==> config.mk <==
export PLATFORM = sky130hd
export DESIGN_NAME = rr_grant_sel
export DESIGN_NICKNAME = d
export VERILOG_FILES = /design/src/rtl/rr_grant_sel.sv
export SDC_FILE = /design/constraint.sdc
export NUM_CORES = 1
export LEC_CHECK = 0
export CAP_MARGIN = 20
export CORE_UTILIZATION = 35
export DETAILED_ROUTE_END_ITERATION = 12
export SYNTH_ARGS = -nofsm -noshare
export SYNTH_HDL_FRONTEND = slang
export SYNTH_SLANG_ARGS = --single-unit
==> constraint.sdc <==
create_clock -name clk -period 3.3 [get_ports clk]
set_input_delay 0.495 -clock clk [delete_from_list [all_inputs] [get_ports clk]]
set_output_delay 0.495 -clock clk [all_outputs]
set_load 0.1 [all_outputs]
==> src/rtl/rr_grant_sel.sv <==
// rr_grant_sel: 8-requester round-robin arbiter producing a registered grant index
// and valid flag for a downstream 3-to-8 decoder. Every grant is followed by a
// one-cycle gap so the decoded enables never overlap.
//
// Optional build macro RR_FIXED_PRIO_EN: when defined, the rotation pointer is
// removed (tied to 0) and IDLE always grants the lowest-indexed requester.
// Timeout and gap behaviour are the same in both builds.
module rr_grant_sel #(
  parameter int unsigned MAX_TENURE = 16,  // 0 disables the timeout
  parameter int unsigned CNT_W      = 8    // MAX_TENURE must be < 2**CNT_W
) (
  input  logic       clk,
  input  logic       rst,
  input  logic [7:0] req,
  input  logic       done,
  output logic [2:0] gnt_idx,
  output logic       gnt_valid,
  output logic       expired,
  output logic       busy
);

  typedef enum logic [1:0] {StIdle, StGrant, StGap} state_e;

  // Last tenure count before a timeout revokes the grant.
  localparam logic [CNT_W-1:0] TenLast = CNT_W'(MAX_TENURE - 1);

  state_e           state;
  logic [CNT_W-1:0] tenure;
  logic [2:0]       ptr;
  logic [2:0]       pick_idx;
  logic [2:0]       cand;
  logic             found;
  logic             withdrew;
  logic             timeout;
  logic             release_grant;

  // First set request at or above ptr, wrapping 7->0 through 3-bit addition.
  always_comb begin
    pick_idx = ptr;
    cand     = ptr;
    found    = 1'b0;
    for (int k = 0; k < 8; k++) begin
      cand = ptr + 3'(k);
      if (!found && req[cand]) begin
        pick_idx = cand;
        found    = 1'b1;
      end
    end
  end

  // Release causes seen while a grant is active.
  always_comb begin
    withdrew      = ~req[gnt_idx];
    timeout       = (MAX_TENURE != 0) && (tenure == TenLast);
    release_grant = (state == StGrant) && (done || withdrew || timeout);
  end

`ifdef RR_FIXED_PRIO_EN
  assign ptr = 3'd0;
`else
  // Rotation pointer moves just past the holder whenever a grant ends.
  always_ff @(posedge clk or posedge rst) begin
    if (rst) begin
      ptr <= 3'd0;
    end else if (release_grant) begin
      ptr <= gnt_idx + 3'd1;
    end
  end
`endif

  // Arbiter FSM with registered outputs.
  always_ff @(posedge clk or posedge rst) begin
    if (rst) begin
      state     <= StIdle;
      gnt_idx   <= 3'd0;
      gnt_valid <= 1'b0;
      expired   <= 1'b0;
      busy      <= 1'b0;
      tenure    <= '0;
    end else begin
      unique case (state)
        StIdle: begin
          expired <= 1'b0;
          if (|req) begin
            state     <= StGrant;
            gnt_idx   <= pick_idx;
            gnt_valid <= 1'b1;
            busy      <= 1'b1;
            tenure    <= '0;
          end
        end
        StGrant: begin
          if (release_grant) begin
            state     <= StGap;
            gnt_valid <= 1'b0;
            // Timeout only reports when done and withdrawal are both absent.
            expired   <= timeout && !done && !withdrew;
          end else begin
            tenure <= tenure + 1'b1;
          end
        end
        StGap: begin
          state   <= StIdle;
          busy    <= 1'b0;
          expired <= 1'b0;
        end
        default: begin
          state     <= StIdle;
          gnt_valid <= 1'b0;
          busy      <= 1'b0;
          expired   <= 1'b0;
        end
      endcase
    end
  end

endmodule
Yosys cells after proc, flatten, opt, wreduce, memory -nomap -nowiden
Index checks and enable logic that the tools add are counted.
- eq/ne operators: 6
- magnitude comparators: 9
- reduce and logical (&&, ||, !) cells: 28
- mux-type cells: 44
- add/sub/neg operators: 9
- bitwise operators: 3
- operators by type and width (operator ; number):
    < comparator 3 x 4 -> 1 bit, second input constant ; 9
    binary-select mux 1 bit (select 3 bit) ; 9
    2-to-1 mux 3 bit ; 7
    2-to-1 mux 1 bit ; 20
    2-to-1 mux 8 bit ; 2
    case mux 8 bit (2 select lines) ; 1
    adder 3 bit, second input constant ; 4
    logical AND 1 bit ; 10
    adder 8 x 1 -> 8 bit, second input constant ; 1
    == test 8 x 4 -> 1 bit, second input constant ; 1
    logical NOT 1 bit ; 8
    OR reduction 8 bit ; 1
    adder 3 x 1 -> 3 bit, second input constant ; 2
    adder 3 x 2 -> 3 bit, second input constant ; 2
    inequality test 2 bit, second input constant ; 3
    AND reduction 2 bit ; 3
    AND reduction 3 bit ; 2
    2-to-1 mux 2 bit ; 2
    case mux 2 bit (2 select lines) ; 1
    NOT 1 bit ; 3
    case mux 1 bit (3 select lines) ; 1
    == test 2 x 1 -> 1 bit, second input constant ; 1
    == test 2 bit, second input constant ; 1
    logical NOT 2 bit ; 1
    other kinds (3) ; 4
- output and inout port bits: 6
- word-level logic and storage cells: 106
- register bits: 19
- bits of input ports: 11

Logic depth before layout (Yosys ltp)
Gate-level depths: netlist (run 1).
- depth in word-level cells: 24
- gate-level depth with buffers: 11
- depth with buffers taken out: 8

Worst setup path before layout (run 1)
Ideal clock, no wire load.
- kind: register -> register
- start point: reg gnt_idx[0]
- end point: reg tenure[7]
- required time: 3.220 ns
- setup slack: 0.399 ns
- setup time: 0.080 ns
- arrival time: 2.821 ns
- buffers on the path: 1
- cell stages (with the launch flop): 8
- clock period less this slack: 2.901 ns
- cell sequence: dfrtp_1 mux4_1 mux2i_1 or2_0 buf_2 or4_4 or3_1 a21oi_1
- cells in the longest elaborated chain, start to end: 8
- ends and longest elaborated chain (what ; line ; RTL):
    start, declared ; 16 ; output logic [2:0] gnt_idx,
    start signal, assigned ; 86 ; gnt_idx <= pick_idx;
    binary-select mux 1 bit (select 3 bit) ; 53 ; withdrew = ~req[gnt_idx];
    2-to-1 mux 1 bit (implied by the code) ; 53 ;
    NOT 1 bit ; 53 ;
    logical OR 1 bit (2 in series) ; 55 ; release_grant = (state == StGrant) && (done || withdrew || timeout);
    logical AND 1 bit ; 55 ;
    inequality test 2 bit (no source line) ; n/a ;
    AND reduction 3 bit (no source line) ; n/a ;
    end signal, assigned ; 99 ; tenure <= tenure + 1'b1;
    end, declared ; 28 ; logic [CNT_W-1:0] tenure;
No other way between the ends. The select of a mux whose other input is x is not followed.
A chain may end at the register's enable or synchronous reset.

Final worst setup path (run 1)
- start point: reg ptr[1]
- end point: reg gnt_idx[1]
- cells in the longest elaborated chain, start to end: 24
- elaborated cells between the ends (all ways): 51
- those cells by class: add/sub: 7; mux: 30; reduce/logical: 14
- ends and longest elaborated chain (what ; line ; RTL):
    start, declared ; 29 ; logic [2:0] ptr;
    start signal, assigned ; 66 ; ptr <= gnt_idx + 3'd1;
    branches (longest 23 deep; another with adder 3 x 1 -> 3 bit) ; n/a ;
    2-to-1 mux 3 bit (*) ; 44 ; if (!found && req[cand]) begin
Mark *: on every way between the ends. The select of a mux whose other input is x is not followed.

==> run summary, run 1 <==
- **Finish-stage setup viols** 0
- **number of clock sinks** 19
- **max-cap violation count** 0
- **f_max** 339.2 MHz
- **HPWL Detailed** 3217 um
- **Clock Tree Root** sky130_fd_sc_hd__clkbuf_8
- **Hold/Removal Path Class** register to register
- **top layer used by detailed routing** met4
- **setup clock skew after layout** 0.007254 ns
- **Yosys top cell area share** 0.2617
- **remaining global-route overflow** 0
- **CP max stage cell** sky130_fd_sc_hd__ha_1
- **number of nets with antenna violations after routing** 0
- **Ys Warns** 0
- **full die area** 5483 sq um
- **worst slew pin tran** 0.9658 ns
- **routed length on met3** 151 um
- **Core Area** 4848 sq um
- **number of I/O pins** 17
- **Post-Syn Nets** 197
- **Critical Path RT** 3.44 ns
- **number of distinct library cell variants in the gate-level netlist after synthesis** 50
- **Synth Area in Adders** 0.02755
- **multiplexer area fraction after synthesis** 0.2899
- **final hold violation count** 0
- **H-tree lvl count** 1
- **weighted congestion reported at the end of routability-driven placement** 0.8540
- **number of vias in the routed layout** 1,549
- **run status** complete, no violations
- **Largest stage delay, worst path** 0.68 ns
- **list of cells traversed by the critical path** inv_1, ha_1, mux4_2, mux2_2, o21a_1, o221a_1, a221oi_1, o21ai_1
- **routed wirelength normalized by instance count** 15.52 um
- **Avg Inst Size Synth** 9.982 sq um
- **Arr. time, crit path** 3.08 ns
- **leading area contributor after synthesis** sky130_fd_sc_hd__dfrtp_1
- **top cells by area, synth** sky130_fd_sc_hd__dfrtp_1, sky130_fd_sc_hd__mux4_2, sky130_fd_sc_hd__mux2i_1
- **length of the first detailed-routing pass in iterations** 4
- **share of synthesized flip-flops with an asynchronous set or reset** 1.000
- **share of the synthesized area in compound gates (AO/OA/AOI/OAI)** 0.1749
- **pin count of the biggest net entering global routing** 20
- **DRT met1 WL** 2139 um
- **kind of launch point of the worst setup path** register
- **Synth Area in Simple Gates** 0.1708
- **pins over their slew limit** 0
- **register-to-register setup slack** 0.35 ns
- **clock transition at the registers of the reported paths** 0.08 ns
- **vias per cell** 5.758
- **via count of the first global-routing pass** 1,408
- **die width** 74.05 um
- **total wire length** 4174 um
- **Final Critical Period** 2.948 ns
- **Worst Path Max Fanout** 12
- **number of flops mapped to enable cells by yosys** 0
- **number of gates resized after cts** 0
- **initial antenna violation count** 0
- **post-place setup slack** 0.2646 ns
- **number of standard cells after synthesis** 182
- **Seq/Total Area, Yosys** 0.2617
- **share of layout cells above drive strength 1** 0.1733
- **flip-flop cell with the highest count after synthesis** sky130_fd_sc_hd__dfrtp_1
- **Fin Hold WS** 0.4959 ns
- **fraction of synthesized cell area in xor and xnor cells** 0.02410
- **Syn-to-layout area delta** 16.39%
- **Non-Filler Instances** 269
- **number of buffers inserted to repair setup after CTS** 0
- **main combinational cell family by area after synthesis** multiplexers
- **DR iter-0 viols** 72
- **unrepaired setup endpoints after global routing** false
- **number of placement rows** 25
- **sum of negative setup slack** 0 ns
- **fin worst setup slack** 0.3521 ns
- **met2 routed wirelength** 1823 um
- **remaining max-slew budget at the tightest pin** 0.3541
- **number of buffers on the longest clock path** 2
- **initial standard-cell utilization of the core** 0.3747
- **net count reported at finish** 218
- **register bit count reported by yosys** 19
- **# hold bufs at CTS** 0
- **detailed-route DRC error count** 0
- **share of the clock period used by the worst path** 0.8933
- **wire length of the first global-routing pass** 7120 um
- **TritonCTS Buffers** 3
- **clock tree from TritonCTS** done
- **n_diodes** 0
- **cell count after placement** 265
- **Total GRT Usage** 0.1697
- **count of port buffers added during placement** 16
- **type of destination of the critical path** register
- **type of the worst setup path** register to register
- **post-synthesis instance area** 1817 sq um
- **die height** 74.05 um
- **latest clock arrival within the worst-skew pair** 0.26 ns
==> cells in the final DEF (no fill, tap or decap), types with 6 or more instances in the layout <==
cell	netlist	layout
sky130_fd_sc_hd__dfrtp_1	19	19
sky130_fd_sc_hd__mux2i_1	17	17
sky130_fd_sc_hd__nand2_1	14	14
sky130_fd_sc_hd__clkdlybuf4s50_1	0	13
sky130_fd_sc_hd__mux4_2	12	12
sky130_fd_sc_hd__inv_1	12	12
sky130_fd_sc_hd__o21ai_0	11	11
sky130_fd_sc_hd__buf_4	1	11
sky130_fd_sc_hd__a21oi_1	8	8
sky130_fd_sc_hd__nor2b_1	7	7
sky130_fd_sc_hd__nor2_1	6	6
==> cells by family after synthesis <==
| family | after synthesis |
|---|---|
| AOI/OAI and AO/OA | 46 |
| muxes | 34 |
| DFF | 19 |
| adders and majority gates | 4 |
| xor gates and xnor gates | 5 |
| and+or+nand+nor | 54 |
| buffers and inverters | 20 |
==> cell usage after synthesis (2+ instances only) <==
cell type / count
sky130_fd_sc_hd__mux4_1: 2
sky130_fd_sc_hd__dfrtp_1: 19
sky130_fd_sc_hd__o21ai_0: 11
sky130_fd_sc_hd__o21a_1: 2
sky130_fd_sc_hd__mux2_2: 3
sky130_fd_sc_hd__ha_1: 4
sky130_fd_sc_hd__xnor2_1: 5
sky130_fd_sc_hd__inv_1: 12
sky130_fd_sc_hd__o211ai_1: 2
sky130_fd_sc_hd__or4_4: 2
sky130_fd_sc_hd__or4_2: 2
sky130_fd_sc_hd__or3_1: 5
sky130_fd_sc_hd__buf_2: 5
sky130_fd_sc_hd__nand2b_1: 2
sky130_fd_sc_hd__nor2b_1: 7
sky130_fd_sc_hd__mux2i_1: 17
sky130_fd_sc_hd__and3_1: 2
sky130_fd_sc_hd__a21oi_1: 8
sky130_fd_sc_hd__and2_1: 2
sky130_fd_sc_hd__a32o_1: 2
sky130_fd_sc_hd__a31oi_1: 2
sky130_fd_sc_hd__a211o_1: 2
sky130_fd_sc_hd__a22o_1: 2
sky130_fd_sc_hd__nor4_1: 2
sky130_fd_sc_hd__a221oi_1: 2
sky130_fd_sc_hd__nand2_1: 14
sky130_fd_sc_hd__mux4_2: 12
sky130_fd_sc_hd__o31ai_1: 2
sky130_fd_sc_hd__nor2_1: 6
sky130_fd_sc_hd__o22ai_1: 2
sky130_fd_sc_hd__nand3_1: 3
==> metrics by stage <==
| step | util | instance area (sq um) |
|---|---|---|
| 4_1_cts | 0.4361 | 2115 |
| 6_report | 0.4361 | 2115 |
| 2_1_floorplan | - | 1817 |
| 5_1_grt | 0.4361 | 2115 |
| 3_5_place_dp | 0.4261 | 2066 |
| 3_3_place_gp | 0.4261 | 2066 |
==> final timing paths <==
| check | startpoint | to | cells after the start |
|---|---|---|---|
| worst max-delay path | ptr[1] | gnt_idx[1] | 8 |
| worst min-delay path | gnt_valid | gnt_valid | 2 |
| worst max register to register | ptr[1] | gnt_idx[1] | 8 |
| worst min register to register | gnt_valid | gnt_valid | 2 |
| max in group asynchronous | rst | gnt_idx[2] | 2 |
| min in group asynchronous | rst | state[1] | 2 |
==> registers in the layout, summed over array words and instances, names as in the netlist <==
signal     count
busy           1
expired        1
gnt_idx        3
gnt_valid      1
ptr            3
state          2
tenure         8
==> critical path: cells and delay by family, from the launching register on <==
family	cells	cell delay [ns]
AO/OA/AOI/OAI	4	0.75
multiplexers	2	0.96
adder cells (fa/ha/maj)	1	0.68
buffers and inverters	1	0.08
flip-flops	1	0.35
==> final cells by class <==
type | count | area (sq um)
timing repair buffer | 24 | 212.7
inverter | 12 | 45.04
sequential | 19 | 475.5
clock inverter | 1 | 7.507
fill | 473 | 2734
clock buffer | 3 | 41.29
tap | 67 | 83.83
multi-input combinational | 143 | 1249
==> per-layer routing <==
metal | vias up | track usage
li1 | 751 | -
met1 | 754 | 0.2642
met3 | 6 | 0.02981
met2 | 38 | 0.2434
met5 | - | 0
met4 | 0 | 0.03846
Power of run 1 is left out: the tool's default activity adds up to more than one toggle a clock period on the data nets, which glitch-free logic cannot reach.
==> inputs of run 2 (changes only) <==
--- a/config.mk
+++ b/config.mk
@@ -5,6 +5,7 @@
 export SDC_FILE = /design/constraint.sdc
 export NUM_CORES = 1
 export LEC_CHECK = 0
+export ABC_CLOCK_PERIOD_IN_PS = 3300
 export CAP_MARGIN = 20
 export CORE_UTILIZATION = 35
 export DETAILED_ROUTE_END_ITERATION = 12
==> results of run 2 <==
Same layout as run 1: the final DEF is identical, and so are final timing and power.
Power of run 2 is left out for the same reason.
